**src/rtl/frog_ride_ctrl_pkg.sv**
```systemverilog
// ============================================================================
// Module      : frogger_pkg
// Description : Shared enums, screen constants and score helper for the frog.
// Revision    : 1.0
// ============================================================================
`default_nettype none

package frogger_pkg;

  typedef enum logic [1:0] {
    DIR_UP    = 2'd0,
    DIR_DOWN  = 2'd1,
    DIR_LEFT  = 2'd2,
    DIR_RIGHT = 2'd3
  } hop_dir_t;

  typedef enum logic [2:0] {
    ST_IDLE     = 3'd0,
    ST_HOP      = 3'd1,
    ST_LAND     = 3'd2,
    ST_DYING    = 3'd3,
    ST_GAMEOVER = 3'd4
  } frog_state_t;

  localparam int SCREEN_W  = 640;
  localparam int SCREEN_H  = 480;
  localparam int FROG_SIDE = 40;
  localparam int X_MAX     = SCREEN_W - FROG_SIDE;
  localparam int COORD_W   = 11;
  localparam int SCORE_W   = 10;
  localparam int SCORE_MAX = 999;

  function automatic logic [SCORE_W-1:0] score_add(input logic [SCORE_W-1:0] s,
                                                   input logic [4:0]         inc);
    logic [SCORE_W:0] sum;
    sum = (SCORE_W+1)'(s) + (SCORE_W+1)'(inc);
    return (sum > (SCORE_W+1)'(SCORE_MAX)) ? SCORE_W'(SCORE_MAX) : sum[SCORE_W-1:0];
  endfunction

endpackage

`default_nettype wire

```
**src/rtl/frog_ride_ctrl_if.sv**
```systemverilog
// ============================================================================
// Module      : frog_ride_ctrl_if
// Description : Hop handshake, lilypad vectors and frog status bundle.
//               FROG_SCORE_EN adds the Score field.
// Revision    : 1.0
// ============================================================================
`default_nettype none

interface frog_ride_ctrl_if #(
  parameter int N_PADS = 6
);
  logic              Hop_Valid;
  logic [1:0]        Hop_Dir;
  logic              Hop_Ready;
  logic [N_PADS-1:0] LPad_Collision;
  logic [N_PADS-1:0] LPad_Move;
  logic [N_PADS-1:0] LPad_Dir;
  logic [10:0]       Frog_X;
  logic [10:0]       Frog_Y;
  logic              Frog_Dead;
  logic              Game_Over;
  logic [1:0]        Lives;
`ifdef FROG_SCORE_EN
  logic [9:0]        Score;

  modport master (
    output Hop_Valid, Hop_Dir, LPad_Collision, LPad_Move, LPad_Dir,
    input  Hop_Ready, Frog_X, Frog_Y, Frog_Dead, Game_Over, Lives, Score
  );
  modport slave (
    input  Hop_Valid, Hop_Dir, LPad_Collision, LPad_Move, LPad_Dir,
    output Hop_Ready, Frog_X, Frog_Y, Frog_Dead, Game_Over, Lives, Score
  );
`else
  modport master (
    output Hop_Valid, Hop_Dir, LPad_Collision, LPad_Move, LPad_Dir,
    input  Hop_Ready, Frog_X, Frog_Y, Frog_Dead, Game_Over, Lives
  );
  modport slave (
    input  Hop_Valid, Hop_Dir, LPad_Collision, LPad_Move, LPad_Dir,
    output Hop_Ready, Frog_X, Frog_Y, Frog_Dead, Game_Over, Lives
  );
`endif
endinterface

`default_nettype wire

```
**src/rtl/frog_ride_ctrl_lives.sv**
```systemverilog
// ============================================================================
// Module      : frog_lives_ctr
// Description : Lives counter with decrement and last-life detect.
// Revision    : 1.0
// ============================================================================
`default_nettype none

module frog_lives_ctr #(
  parameter int LIVES_INIT = 3
) (
  input  logic       clk_i,
  input  logic       rst_i,
  input  logic       dec_i,
  output logic [1:0] lives_o,
  output logic       last_o
);

  logic [1:0] lives_q, lives_d;

  always_comb begin
    lives_d = lives_q;
    if (dec_i && (lives_q != 2'd0)) lives_d = lives_q - 2'd1;
  end

  always_ff @(posedge clk_i) begin
    if (rst_i) lives_q <= 2'(LIVES_INIT);
    else       lives_q <= lives_d;
  end

  assign lives_o = lives_q;
  assign last_o  = (lives_q == 2'd1);

endmodule

`default_nettype wire

```
**src/rtl/frog_ride_ctrl.sv**
```systemverilog
// ============================================================================
// Module      : frog_ride_ctrl
// Description : Frog position, hop sequencing, pad riding, death and lives.
//               FROG_SCORE_EN adds a saturating score counter.
// Revision    : 1.0
// ============================================================================
`default_nettype none

module frog_ride_ctrl
  import frogger_pkg::*;
#(
  parameter int N_PADS       = 6,
  parameter int START_X      = 300,
  parameter int START_Y      = 440,
  parameter int HOP_STEP     = 10,
  parameter int HOP_FRAMES   = 4,
  parameter int RIDE_STEP    = 10,
  parameter int WATER_Y_MIN  = 80,
  parameter int WATER_Y_MAX  = 240,
  parameter int GOAL_Y       = 40,
  parameter int DEATH_FRAMES = 30,
  parameter int LIVES_INIT   = 3
) (
  input  logic            frame_clk,
  input  logic            Reset,
  frog_ride_ctrl_if.slave bus
);

  localparam int HOP_DIST = HOP_STEP * HOP_FRAMES;
  localparam int Y_LIMIT  = (START_Y < SCREEN_H - FROG_SIDE) ? START_Y : SCREEN_H - FROG_SIDE;
  localparam int CNT_W    = 5;

  frog_state_t          state_q, state_d;
  logic [COORD_W-1:0]   x_q, x_d, y_q, y_d;
  logic [CNT_W-1:0]     cnt_q, cnt_d;
  hop_dir_t             dir_q, dir_d;
  hop_dir_t             req_dir;
  logic                 hop_ok, in_water, any_col, sel_move, sel_dir, ride_oob;
  logic [COORD_W-1:0]   ride_x;
  logic                 lives_dec, lives_last;
  logic [1:0]           lives;
`ifdef FROG_SCORE_EN
  logic [SCORE_W-1:0]   score_q, score_d;
`endif

  frog_lives_ctr #(.LIVES_INIT(LIVES_INIT)) u_lives (
    .clk_i   (frame_clk),
    .rst_i   (Reset),
    .dec_i   (lives_dec),
    .lives_o (lives),
    .last_o  (lives_last)
  );

  // Bounds are tested against the un-moved coordinate so nothing can wrap.
  always_comb begin
    req_dir = hop_dir_t'(bus.Hop_Dir);
    hop_ok  = 1'b0;
    unique case (req_dir)
      DIR_UP:    hop_ok = (y_q >= COORD_W'(GOAL_Y + HOP_DIST));
      DIR_DOWN:  hop_ok = ({1'b0, y_q} + 12'(HOP_DIST)) <= 12'(Y_LIMIT);
      DIR_LEFT:  hop_ok = (x_q >= COORD_W'(HOP_DIST));
      DIR_RIGHT: hop_ok = ({1'b0, x_q} + 12'(HOP_DIST)) <= 12'(X_MAX);
      default:   hop_ok = 1'b0;
    endcase
  end

  always_comb begin
    in_water = (y_q >= COORD_W'(WATER_Y_MIN)) && (y_q <= COORD_W'(WATER_Y_MAX));
    any_col  = |bus.LPad_Collision;
    sel_move = 1'b0;
    sel_dir  = 1'b0;
    for (int i = N_PADS - 1; i >= 0; i--) begin
      if (bus.LPad_Collision[i]) begin
        sel_move = bus.LPad_Move[i];
        sel_dir  = bus.LPad_Dir[i];
      end
    end
    ride_oob = sel_dir ? (({1'b0, x_q} + 12'(RIDE_STEP)) > 12'(X_MAX))
                       : (x_q < COORD_W'(RIDE_STEP));
    ride_x   = sel_dir ? (x_q + COORD_W'(RIDE_STEP)) : (x_q - COORD_W'(RIDE_STEP));
  end

  always_comb begin
    state_d   = state_q;
    x_d       = x_q;
    y_d       = y_q;
    cnt_d     = cnt_q;
    dir_d     = dir_q;
    lives_dec = 1'b0;
`ifdef FROG_SCORE_EN
    score_d   = score_q;
`endif
    unique case (state_q)
      ST_IDLE: begin
        if (bus.Hop_Valid && hop_ok) begin
          state_d = ST_HOP;
          cnt_d   = '0;
          dir_d   = req_dir;
`ifdef FROG_SCORE_EN
          if (req_dir == DIR_UP) score_d = score_add(score_q, 5'd1);
`endif
        end else if (in_water && !any_col) begin
          state_d = ST_DYING;
          cnt_d   = '0;
        end else if (in_water && sel_move) begin
          if (ride_oob) begin
            state_d = ST_DYING;
            cnt_d   = '0;
          end else begin
            x_d = ride_x;
          end
        end
      end
      ST_HOP: begin
        unique case (dir_q)
          DIR_UP:    y_d = y_q - COORD_W'(HOP_STEP);
          DIR_DOWN:  y_d = y_q + COORD_W'(HOP_STEP);
          DIR_LEFT:  x_d = x_q - COORD_W'(HOP_STEP);
          DIR_RIGHT: x_d = x_q + COORD_W'(HOP_STEP);
          default:   x_d = x_q;
        endcase
        cnt_d = cnt_q + 1'b1;
        if (cnt_q == CNT_W'(HOP_FRAMES - 1)) begin
          state_d = ST_LAND;
          cnt_d   = '0;
        end
      end
      ST_LAND: begin
        state_d = ST_IDLE;
        if (in_water && !any_col) begin
          state_d = ST_DYING;
          cnt_d   = '0;
        end else if (y_q == COORD_W'(GOAL_Y)) begin
          x_d = COORD_W'(START_X);
          y_d = COORD_W'(START_Y);
`ifdef FROG_SCORE_EN
          score_d = score_add(score_q, 5'd10);
`endif
        end
      end
      ST_DYING: begin
        cnt_d = cnt_q + 1'b1;
        if (cnt_q == CNT_W'(DEATH_FRAMES - 1)) begin
          cnt_d     = '0;
          lives_dec = 1'b1;
          if (lives_last) begin
            state_d = ST_GAMEOVER;
          end else begin
            state_d = ST_IDLE;
            x_d     = COORD_W'(START_X);
            y_d     = COORD_W'(START_Y);
          end
        end
      end
      ST_GAMEOVER: state_d = ST_GAMEOVER;
      default:     state_d = ST_IDLE;
    endcase
  end

  always_ff @(posedge frame_clk) begin
    if (Reset) begin
      state_q <= ST_IDLE;
      x_q     <= COORD_W'(START_X);
      y_q     <= COORD_W'(START_Y);
      cnt_q   <= '0;
      dir_q   <= DIR_UP;
`ifdef FROG_SCORE_EN
      score_q <= '0;
`endif
    end else begin
      state_q <= state_d;
      x_q     <= x_d;
      y_q     <= y_d;
      cnt_q   <= cnt_d;
      dir_q   <= dir_d;
`ifdef FROG_SCORE_EN
      score_q <= score_d;
`endif
    end
  end

  assign bus.Hop_Ready = (state_q == ST_IDLE);
  assign bus.Frog_Dead = (state_q == ST_DYING);
  assign bus.Game_Over = (state_q == ST_GAMEOVER);
  assign bus.Frog_X    = x_q;
  assign bus.Frog_Y    = y_q;
  assign bus.Lives     = lives;
`ifdef FROG_SCORE_EN
  assign bus.Score     = score_q;
`endif

endmodule

`default_nettype wire

```
**src/flat_wrapper.sv**
```systemverilog
// flat-port wrapper written by rule: the top's interface ports become plain ports
module frog_ride_ctrl_flat import frogger_pkg::*;
#(
  parameter int N_PADS       = 6,
  parameter int START_X      = 300,
  parameter int START_Y      = 440,
  parameter int HOP_STEP     = 10,
  parameter int HOP_FRAMES   = 4,
  parameter int RIDE_STEP    = 10,
  parameter int WATER_Y_MIN  = 80,
  parameter int WATER_Y_MAX  = 240,
  parameter int GOAL_Y       = 40,
  parameter int DEATH_FRAMES = 30,
  parameter int LIVES_INIT   = 3
)
  (frame_clk, Reset, bus_Hop_Valid, bus_Hop_Dir, bus_LPad_Collision, bus_LPad_Move, bus_LPad_Dir, bus_Hop_Ready, bus_Frog_X, bus_Frog_Y, bus_Frog_Dead, bus_Game_Over, bus_Lives);
  frog_ride_ctrl_if #(.N_PADS(N_PADS)) bus_i ();
  input  logic frame_clk;
  input  logic Reset;
  input wire logic [$bits(bus_i.Hop_Valid)-1:0] bus_Hop_Valid;
  input wire logic [$bits(bus_i.Hop_Dir)-1:0] bus_Hop_Dir;
  input wire logic [$bits(bus_i.LPad_Collision)-1:0] bus_LPad_Collision;
  input wire logic [$bits(bus_i.LPad_Move)-1:0] bus_LPad_Move;
  input wire logic [$bits(bus_i.LPad_Dir)-1:0] bus_LPad_Dir;
  output wire logic [$bits(bus_i.Hop_Ready)-1:0] bus_Hop_Ready;
  output wire logic [$bits(bus_i.Frog_X)-1:0] bus_Frog_X;
  output wire logic [$bits(bus_i.Frog_Y)-1:0] bus_Frog_Y;
  output wire logic [$bits(bus_i.Frog_Dead)-1:0] bus_Frog_Dead;
  output wire logic [$bits(bus_i.Game_Over)-1:0] bus_Game_Over;
  output wire logic [$bits(bus_i.Lives)-1:0] bus_Lives;
  assign bus_i.Hop_Valid = bus_Hop_Valid;
  assign bus_i.Hop_Dir = bus_Hop_Dir;
  assign bus_i.LPad_Collision = bus_LPad_Collision;
  assign bus_i.LPad_Move = bus_LPad_Move;
  assign bus_i.LPad_Dir = bus_LPad_Dir;
  assign bus_Hop_Ready = bus_i.Hop_Ready;
  assign bus_Frog_X = bus_i.Frog_X;
  assign bus_Frog_Y = bus_i.Frog_Y;
  assign bus_Frog_Dead = bus_i.Frog_Dead;
  assign bus_Game_Over = bus_i.Game_Over;
  assign bus_Lives = bus_i.Lives;
  frog_ride_ctrl #(.N_PADS(N_PADS), .START_X(START_X), .START_Y(START_Y), .HOP_STEP(HOP_STEP), .HOP_FRAMES(HOP_FRAMES), .RIDE_STEP(RIDE_STEP), .WATER_Y_MIN(WATER_Y_MIN), .WATER_Y_MAX(WATER_Y_MAX), .GOAL_Y(GOAL_Y), .DEATH_FRAMES(DEATH_FRAMES), .LIVES_INIT(LIVES_INIT)) u_core (.frame_clk(frame_clk), .Reset(Reset), .bus(bus_i));
endmodule
```
**config.mk**
```make
export PLATFORM = sky130hd
export DESIGN_NAME = frog_ride_ctrl_flat
export DESIGN_NICKNAME = d
export VERILOG_FILES = /design/src/rtl/frog_ride_ctrl_pkg.sv /design/src/rtl/frog_ride_ctrl_if.sv /design/src/rtl/frog_ride_ctrl_lives.sv /design/src/rtl/frog_ride_ctrl.sv /design/src/flat_wrapper.sv
export SDC_FILE = /design/constraint.sdc
export NUM_CORES = 1
export LEC_CHECK = 0
export CAP_MARGIN = 5
export CORE_MARGIN = 4
export CORE_UTILIZATION = 59
export CTS_CLUSTER_SIZE = 12
export DETAILED_ROUTE_END_ITERATION = 6
export DONT_BUFFER_PORTS = 1
export PLACE_DENSITY = 0.89
export SLEW_MARGIN = 40
export SYNTH_ARGS = -nofsm -noshare
export SYNTH_HDL_FRONTEND = slang
export SYNTH_SLANG_ARGS = --single-unit
```
**constraint.sdc**
```tcl
create_clock -name frame_clk -period 2.8 [get_ports frame_clk]
set_clock_uncertainty 0.1 [all_clocks]
set_input_delay 0.42 -clock frame_clk [delete_from_list [all_inputs] [get_ports frame_clk]]
set_output_delay 0.42 -clock frame_clk [all_outputs]
set_load 0.02 [all_outputs]
```
==> results of run 1 <==
## routing by layer
layer | track usage, % | part of all wire (%) | up-vias
met2 | 50.1 | 49 | 219
met4 | 10.1 | 4.2 | 0
met5 | 0 | 0 | -
met3 | 5.84 | 8.6 | 54
li1 | - | - | 1716
met1 | 32.1 | 38 | 1775
## layout by cell type (no fill, tap or decap), types with 6 or more instances in the layout
cell type,instances
ha_1,20
mux2i_1,6
nor2_1,38
nor3_1,14
o211ai_1,11
nand2_1,28
nor2b_1,7
a21oi_1,22
inv_1,21
buf_4,59
o21ai_0,17
xnor2_1,13
dfxtp_1,28
o22ai_1,9
nand2b_1,13
nand4_1,6
nand3_1,15
## where the power goes
group | switching (mW) | total [mW] | internal, mW | leakage, nW
Sequential | 0.0968 | 0.643 | 0.546 | 0.261
Combinational | 1.35 | 2.34 | 0.993 | 1.23
Clock | 0.197 | 0.371 | 0.173 | 0.0479
Total | 1.64 | 3.35 | 1.71 | 1.54
## through the flow
stage | setup slack [ns] | utilization, % | setup TNS (ns)
after detailed placement | -0.0347 | 70.9 | -0.112
after global placement | 0.0468 | 70.9 | 0
final | -0.0148 | 75.5 | -0.0337
after floorplan | -0.0455 | - | -0.0455
after CTS | -0.0123 | 73.1 | -0.0229
after global routing | -0.0644 | 75.5 | -0.333
## worst max-delay path, delay by kind of cell, from the launching register on
kind | cells | cell delay [ns]
buffers and inverters | 3 | 0.36
adders and majority gates | 1 | 0.16
DFF | 1 | 0.38
AOI/OAI and AO/OA | 7 | 1.50
xor gates and xnor gates | 1 | 0.15
## state kept, by name (all words and copies together) (netlist names)
name and flops:
u_core.u_lives.lives_o 2, u_core.dir_q 2, u_core.cnt_q 5, u_core.state_q 3, u_core.bus.Frog_X 10, u_core.bus.Frog_Y 10
## final cells by class
class	instances	area, sq um	share of cell area [%]
Clock inverter	3	18.8	0.472
Timing Repair Buffer	62	477	12.0
Clock buffer	5	68.8	1.73
Multi-Input combinational cell	351	2590	65.0
Sequential cell	32	651	16.3
Inverter	23	88.8	2.23
Tap cell	70	87.6	2.20
## how the worst min path moves through the flow
stage	start	end	slack, ns	cells past startpoint
2_1_floorplan	u_core.cnt_q[4]	u_core.cnt_q[4]	0.39	1
3_3_place_gp	Reset	u_core.bus.Frog_Y[6]	0.40	1
3_5_place_dp	Reset	u_core.bus.Frog_Y[6]	0.40	1
4_1_cts	Reset	u_core.cnt_q[1]	0.08	1
5_1_grt	Reset	u_core.bus.Frog_X[1]	0.07	1
6_report	Reset	u_core.bus.Frog_X[1]	0.08	1
## logic make-up after synthesis
logic type / count (synthesis) / synth area share [%]
buffers and inverters: 48 / 6.21
DFF: 32 / 19.4
muxes: 7 / 2.16
AOI/OAI and AO/OA: 141 / 33.6
other: 1 / 0.114
adders and majority gates: 22 / 8.56
and+or+nand+nor: 162 / 25.5
xor gates and xnor gates: 17 / 4.51
## repair_timing
action                     CTS  global route
gates resized for setup      5            31
setup endpoints to repair   11            16
buffers inserted             1             1
hold endpoints to repair     0             0
gates cloned                 0             0
hold buffers                 0             0
pin swaps                    7            17
==> impl_metrics.env, run 1 <==
export IMPL_num_fill_cells=393
export IMPL_floorplan_die_width_um=82.8
export IMPL_synthCells=430
export IMPL_total_power_mw=3.35
export IMPL_netlist_area_leader_share_pct=19.4
export IMPL_critical_path_reg2reg_startpoint="u_core.bus.Frog_X[3]"
export IMPL_timing_critical_path_cells="inv_4, ha_4, a21o_4, buf_4, xor2_2, a21oi_2, a32oi_2, o31a_4, o31a_1, buf_6, o21ai_2, o311ai_1"
export IMPL_worst_voltage_drop_across_the_vdd_grid_uv=530
export IMPL_cell_area_power_density_nw_per_um2=843
export IMPL_asyncSetResetFlopFracSynth_pct=0
export IMPL_layout_cells_sized_above_1_pct=24.2
export IMPL_gp_congestion=1.02
export IMPL_path_max_fanout=5
export IMPL_numPlacedInstances=537
export IMPL_wire_per_inst_um=19.2
export IMPL_synth_area_leader_cell="dfxtp_1"
export IMPL_drt_total_wl_um=10500
export IMPL_maxClockFrequency_ghz=0.355
export IMPL_groute_usage_overall_pct=27.8
export IMPL_ys_types=77
export IMPL_dr_first_iter_drc_count=531
export IMPL_cts_buffer_depth=2
export IMPL_yosys_warnings=0
export IMPL_post_synthesis_cell_area_sq_um=3300
export IMPL_die_area_sq_um=6860
export IMPL_worstPathArrival_ns=2.86
export IMPL_cts_sinks=32
export IMPL_hold_worst_slack_ns=0.0798
export IMPL_failed_checks="design-rule violations, negative setup slack"
export IMPL_max_cap_violations=0
export IMPL_worstSetupStartpoint="u_core.bus.Frog_X[3]"
export IMPL_port_buffers=0
export IMPL_first_global_vias=3536
export IMPL_rows=26
export IMPL_critical_path_startpoint_type="flip-flop"
export IMPL_htree_levels=2
export IMPL_drt_vias_per_instance=6.89
export IMPL_setup_viol_count_final=3
export IMPL_synth_enable_flop_cells=0
export IMPL_layout_nets=520
export IMPL_postLayoutCellArea_sq_um=3980
export IMPL_setup_repair_after_global_routing_missed_its_margin="true"
export IMPL_core_area_sq_um=5270
export IMPL_vias_post_dr=3764
export IMPL_cts_clk_slew_worst_paths_ns=0.08
export IMPL_die_height_um=82.8
export IMPL_clkLatencyLatePin_ns=0.30
export IMPL_placedInstanceArea_sq_um=3740
export IMPL_slew_violations=0
export IMPL_timing_hold_violations_final=0
export IMPL_synth_cells_most_frequent="38 x nor2_1, 32 x dfxtp_1, 28 x nand2_1, 25 x a21oi_1, 22 x inv_1"
export IMPL_fin_ws_ns=-0.0148
export IMPL_period_minus_slack_ns=2.81
export IMPL_worstHoldPathType="in -> reg"
export IMPL_global_route_wire_length_before_repair_um=16300
export IMPL_dominantRegCellSynth="dfxtp_1"
export IMPL_critical_path_endpoint="u_core.bus.Frog_X[3]"
export IMPL_regToRegSetupSlack_ns=-0.01
export IMPL_cp_end_kind="flip-flop"
export IMPL_remaining_drc_errors=1
export IMPL_worst_setup_path_type="reg -> reg"
export IMPL_postRouteAntennaNets=0
export IMPL_timing_rr_end="u_core.bus.Frog_X[3]"
export IMPL_timing_final_crit_share_pct=101
export IMPL_synth_most_common_cell="nor2_1"
export IMPL_cp_slowest_cell="o31a_1"
export IMPL_dp_hpwl_um=7410
export IMPL_num_io_pins=50
export IMPL_cp_data_required_time_ns=2.85
export IMPL_slew_limit_headroom_pct=50.7
export IMPL_cts_made_buffers=5
export IMPL_synthesis_area_per_instance_sq_um=7.68
export IMPL_synthesis_to_finish_area_growth_pct=20.5
export IMPL_total_leakage_power_nw=1.54
export IMPL_residual_overflow_from_global_routing=0
export IMPL_cts_root_buffer="clkbuf_8"
export IMPL_tightestPinTransition_ns=0.732
export IMPL_cts_tree="built"
export IMPL_fin_cells=546
export IMPL_synth_yosys_seq_area_share_pct=19.4
export IMPL_maximum_number_of_pins_on_one_net_before_global_route_repair=20
export IMPL_first_pass_iters=7
export IMPL_timing_reg2reg_worst_path_depth=12
export IMPL_max_stage_delay_ns=0.39
export IMPL_antenna_found_initial=0
export IMPL_outcome="finished with violations"
export IMPL_diodes=0
export IMPL_floorplan_initialDensity_pct=62.7
export IMPL_ys_ff_latch=32
export IMPL_synth_area_top_cells="dfxtp_1 19%, ha_1 8.0%, nor2_1 4.3%"
Note: power is estimated with default switching activity, not from simulation.
==> run 2: changes to the inputs <==
--- a/config.mk
+++ b/config.mk
@@ -11,7 +11,7 @@
 export CTS_CLUSTER_SIZE = 12
 export DETAILED_ROUTE_END_ITERATION = 6
 export DONT_BUFFER_PORTS = 1
-export PLACE_DENSITY = 0.89
+export PLACE_DENSITY = 0.79
 export SLEW_MARGIN = 40
 export SYNTH_ARGS = -nofsm -noshare
 export SYNTH_HDL_FRONTEND = slang
==> run 2 against run 1 <==
  * The flow finishes with violations (negative setup slack)
  * Critical path depth fell by 1
  * Non-clock buffer count down 6
  * Clock-buffer cell count rose by 2
  * Sequential cell count is the same
  * Sequential power decreased by 0.6%
  * Cell area down 2.2%
  * Via count fell by 4.3%
  * Combinational power is 6% lower
  * Global-route usage shrank 0.52 points
  * Clock power increased by 4%
  * Worst hold slack gained 0.011 ns
  * Highest routed layer unchanged
==> impl_metrics.env, run 2 (synthesis gave the netlist of run 1 again) <==
export IMPL_port_buffers=0
export IMPL_postLayoutCellArea_sq_um=3890
export IMPL_global_route_wire_length_before_repair_um=15800
export IMPL_cp_end_kind="flip-flop"
export IMPL_drt_total_wl_um=9990
export IMPL_cts_clk_slew_worst_paths_ns=0.07
export IMPL_postRouteAntennaNets=0
export IMPL_slew_violations=0
export IMPL_cts_sinks=32
export IMPL_drt_vias_per_instance=6.68
export IMPL_rows=26
export IMPL_cts_made_buffers=5
export IMPL_critical_path_startpoint_type="flip-flop"
export IMPL_setup_repair_after_global_routing_missed_its_margin="true"
export IMPL_cell_area_power_density_nw_per_um2=828
export IMPL_failed_checks="negative setup slack"
export IMPL_max_cap_violations=0
export IMPL_p_comb_share_pct=68.2
export IMPL_cts_buffer_depth=2
export IMPL_maxClockFrequency_ghz=0.353
export IMPL_timing_final_crit_share_pct=101
export IMPL_maximum_number_of_pins_on_one_net_before_global_route_repair=20
export IMPL_diodes=0
export IMPL_min_from="Reset"
export IMPL_die_height_um=82.8
export IMPL_vias_post_dr=3602
export IMPL_first_pass_iters=5
export IMPL_core_area_sq_um=5270
export IMPL_period_minus_slack_ns=2.83
export IMPL_min_path_cells=1
export IMPL_residual_overflow_from_global_routing=0
export IMPL_dp_hpwl_um=7260
export IMPL_worst_setup_path_type="reg -> reg"
export IMPL_timing_reg2reg_worst_path_depth=11
export IMPL_dr_first_iter_drc_count=286
export IMPL_cp_data_required_time_ns=2.93
export IMPL_layout_nets=514
export IMPL_groute_usage_overall_pct=27.3
export IMPL_num_fill_cells=406
export IMPL_final_common_cell="buf_4"
export IMPL_numPlacedInstances=530
export IMPL_preCtsSetupSlack_ns=0.0102
export IMPL_worstHoldPathType="in -> reg"
export IMPL_timing_rr_end="u_core.bus.Frog_X[9]"
export IMPL_fin_ws_ns=-0.0314
export IMPL_total_leakage_power_nw=1.50
export IMPL_placedInstanceArea_sq_um=3690
export IMPL_synthesis_to_finish_area_growth_pct=17.9
export IMPL_floorplan_die_width_um=82.8
export IMPL_layout_common_cells="55 x buf_4, 38 x nor2_1, 28 x nand2_1, 28 x dfxtp_1, 24 x a21oi_1"
export IMPL_cts_root_buffer="clkbuf_8"
export IMPL_floorplan_initialDensity_pct=62.7
export IMPL_wire_per_inst_um=18.5
export IMPL_layout_cells_sized_above_1_pct=22.4
export IMPL_clock_power_share_pct=12.0
export IMPL_fin_cells=539
export IMPL_slew_limit_headroom_pct=48.9
export IMPL_worst_voltage_drop_across_the_vdd_grid_uv=477
export IMPL_critical_path_reg2reg_startpoint="u_core.bus.Frog_X[4]"
export IMPL_hold_worst_slack_ns=0.0911
export IMPL_p_sw_share_pct=47.5
export IMPL_regToRegSetupSlack_ns=-0.03
export IMPL_htree_levels=2
export IMPL_die_area_sq_um=6860
export IMPL_setup_viol_count_final=6
export IMPL_gp_congestion=0.923
export IMPL_timing_hold_violations_final=0
export IMPL_worstPathArrival_ns=2.97
export IMPL_num_io_pins=50
export IMPL_internal_power_mw=1.69
export IMPL_hold_path_end="u_core.bus.Frog_X[4]"
export IMPL_cts_tree="built"
export IMPL_share_seq_of_total_power_pct=19.8
export IMPL_remaining_drc_errors=0
export IMPL_tightestPinTransition_ns=0.761
export IMPL_path_max_fanout=12
export IMPL_outcome="finished with violations"
export IMPL_clkLatencyLatePin_ns=0.29
export IMPL_netSwitchingPower_mw=1.53
export IMPL_antenna_found_initial=0
export IMPL_first_global_vias=3348
-- run 2: metal layers --
metal | GRT usage [%] | share of wire, % | wire length (um)
met5 | 0 | 0 | 0
met4 | 12.6 | 3.9 | 393
met3 | 6.04 | 6.9 | 686
met2 | 47.0 | 48 | 4820
met1 | 32.0 | 41 | 4090
-- run 2: what timing repair did --
item / in CTS / in global routing
pin swaps: 1 / 14
endpoints found under the setup margin: 2 / 21
hold buffers: 0 / 0
gates resized for setup: 1 / 28
buffers inserted: 0 / 3
-- run 2: area by class of cell --
type | instances | area (sq um) | area share [%]
timing repair buffer | 56 | 424 | 10.9
tap | 70 | 87.6 | 2.25
clock buffer | 7 | 96.3 | 2.47
sequential | 32 | 648 | 16.6
multi-input combinational | 351 | 2550 | 65.5
inverter | 23 | 86.3 | 2.22
-- run 2: through the flow --
stage               util [%]  power (mW)  TNS (ns)
floorplan                  -        2.02   -0.0455
global placement        69.9        2.59  -0.00243
detailed placement      69.9        2.66         0
CTS                     71.9        3.06         0
global route            73.9        3.44    -0.765
finish                  73.9        3.22   -0.0969
-- run 2: how the worst max path moves through the flow --
stage | startpoint | to | slack (ns)
after CTS | u_core.bus.Frog_X[3] | u_core.bus.Frog_X[6] | 0.005
after floorplan | u_core.bus.Frog_X[4] | u_core.bus.Frog_X[8] | -0.05
after global routing | u_core.bus.Frog_X[3] | u_core.bus.Frog_X[5] | -0.14
final | u_core.bus.Frog_X[4] | u_core.bus.Frog_X[9] | -0.03
after detailed placement | u_core.bus.Frog_X[3] | u_core.cnt_q[4] | 0.01
after global placement | u_core.bus.Frog_X[3] | u_core.state_q[1] | -0.002
-- run 2: critical path: stages, from the launching register on --
cell and delay (ns):
dfxtp_4 0.38, buf_6 0.15, nand2_1 0.11, or2_1 0.32, buf_4 0.17, o2111ai_1 0.12, a32oi_2 0.15, o31a_4 0.33
o31a_1 0.34, buf_4 0.16, nor3_1 0.23, o221a_2 0.23
-- run 2: power groups by stage --
| stage | registers, mW | clock network [mW] | logic [mW] |
|---|---|---|---|
| floorplan | 0.719 | 0 | 1.30 |
| global placement | 0.628 | 0 | 1.97 |
| detailed placement | 0.634 | 0 | 2.02 |
| CTS | 0.624 | 0.389 | 2.05 |
| global route | 0.650 | 0.408 | 2.39 |
| finish | 0.639 | 0.386 | 2.20 |
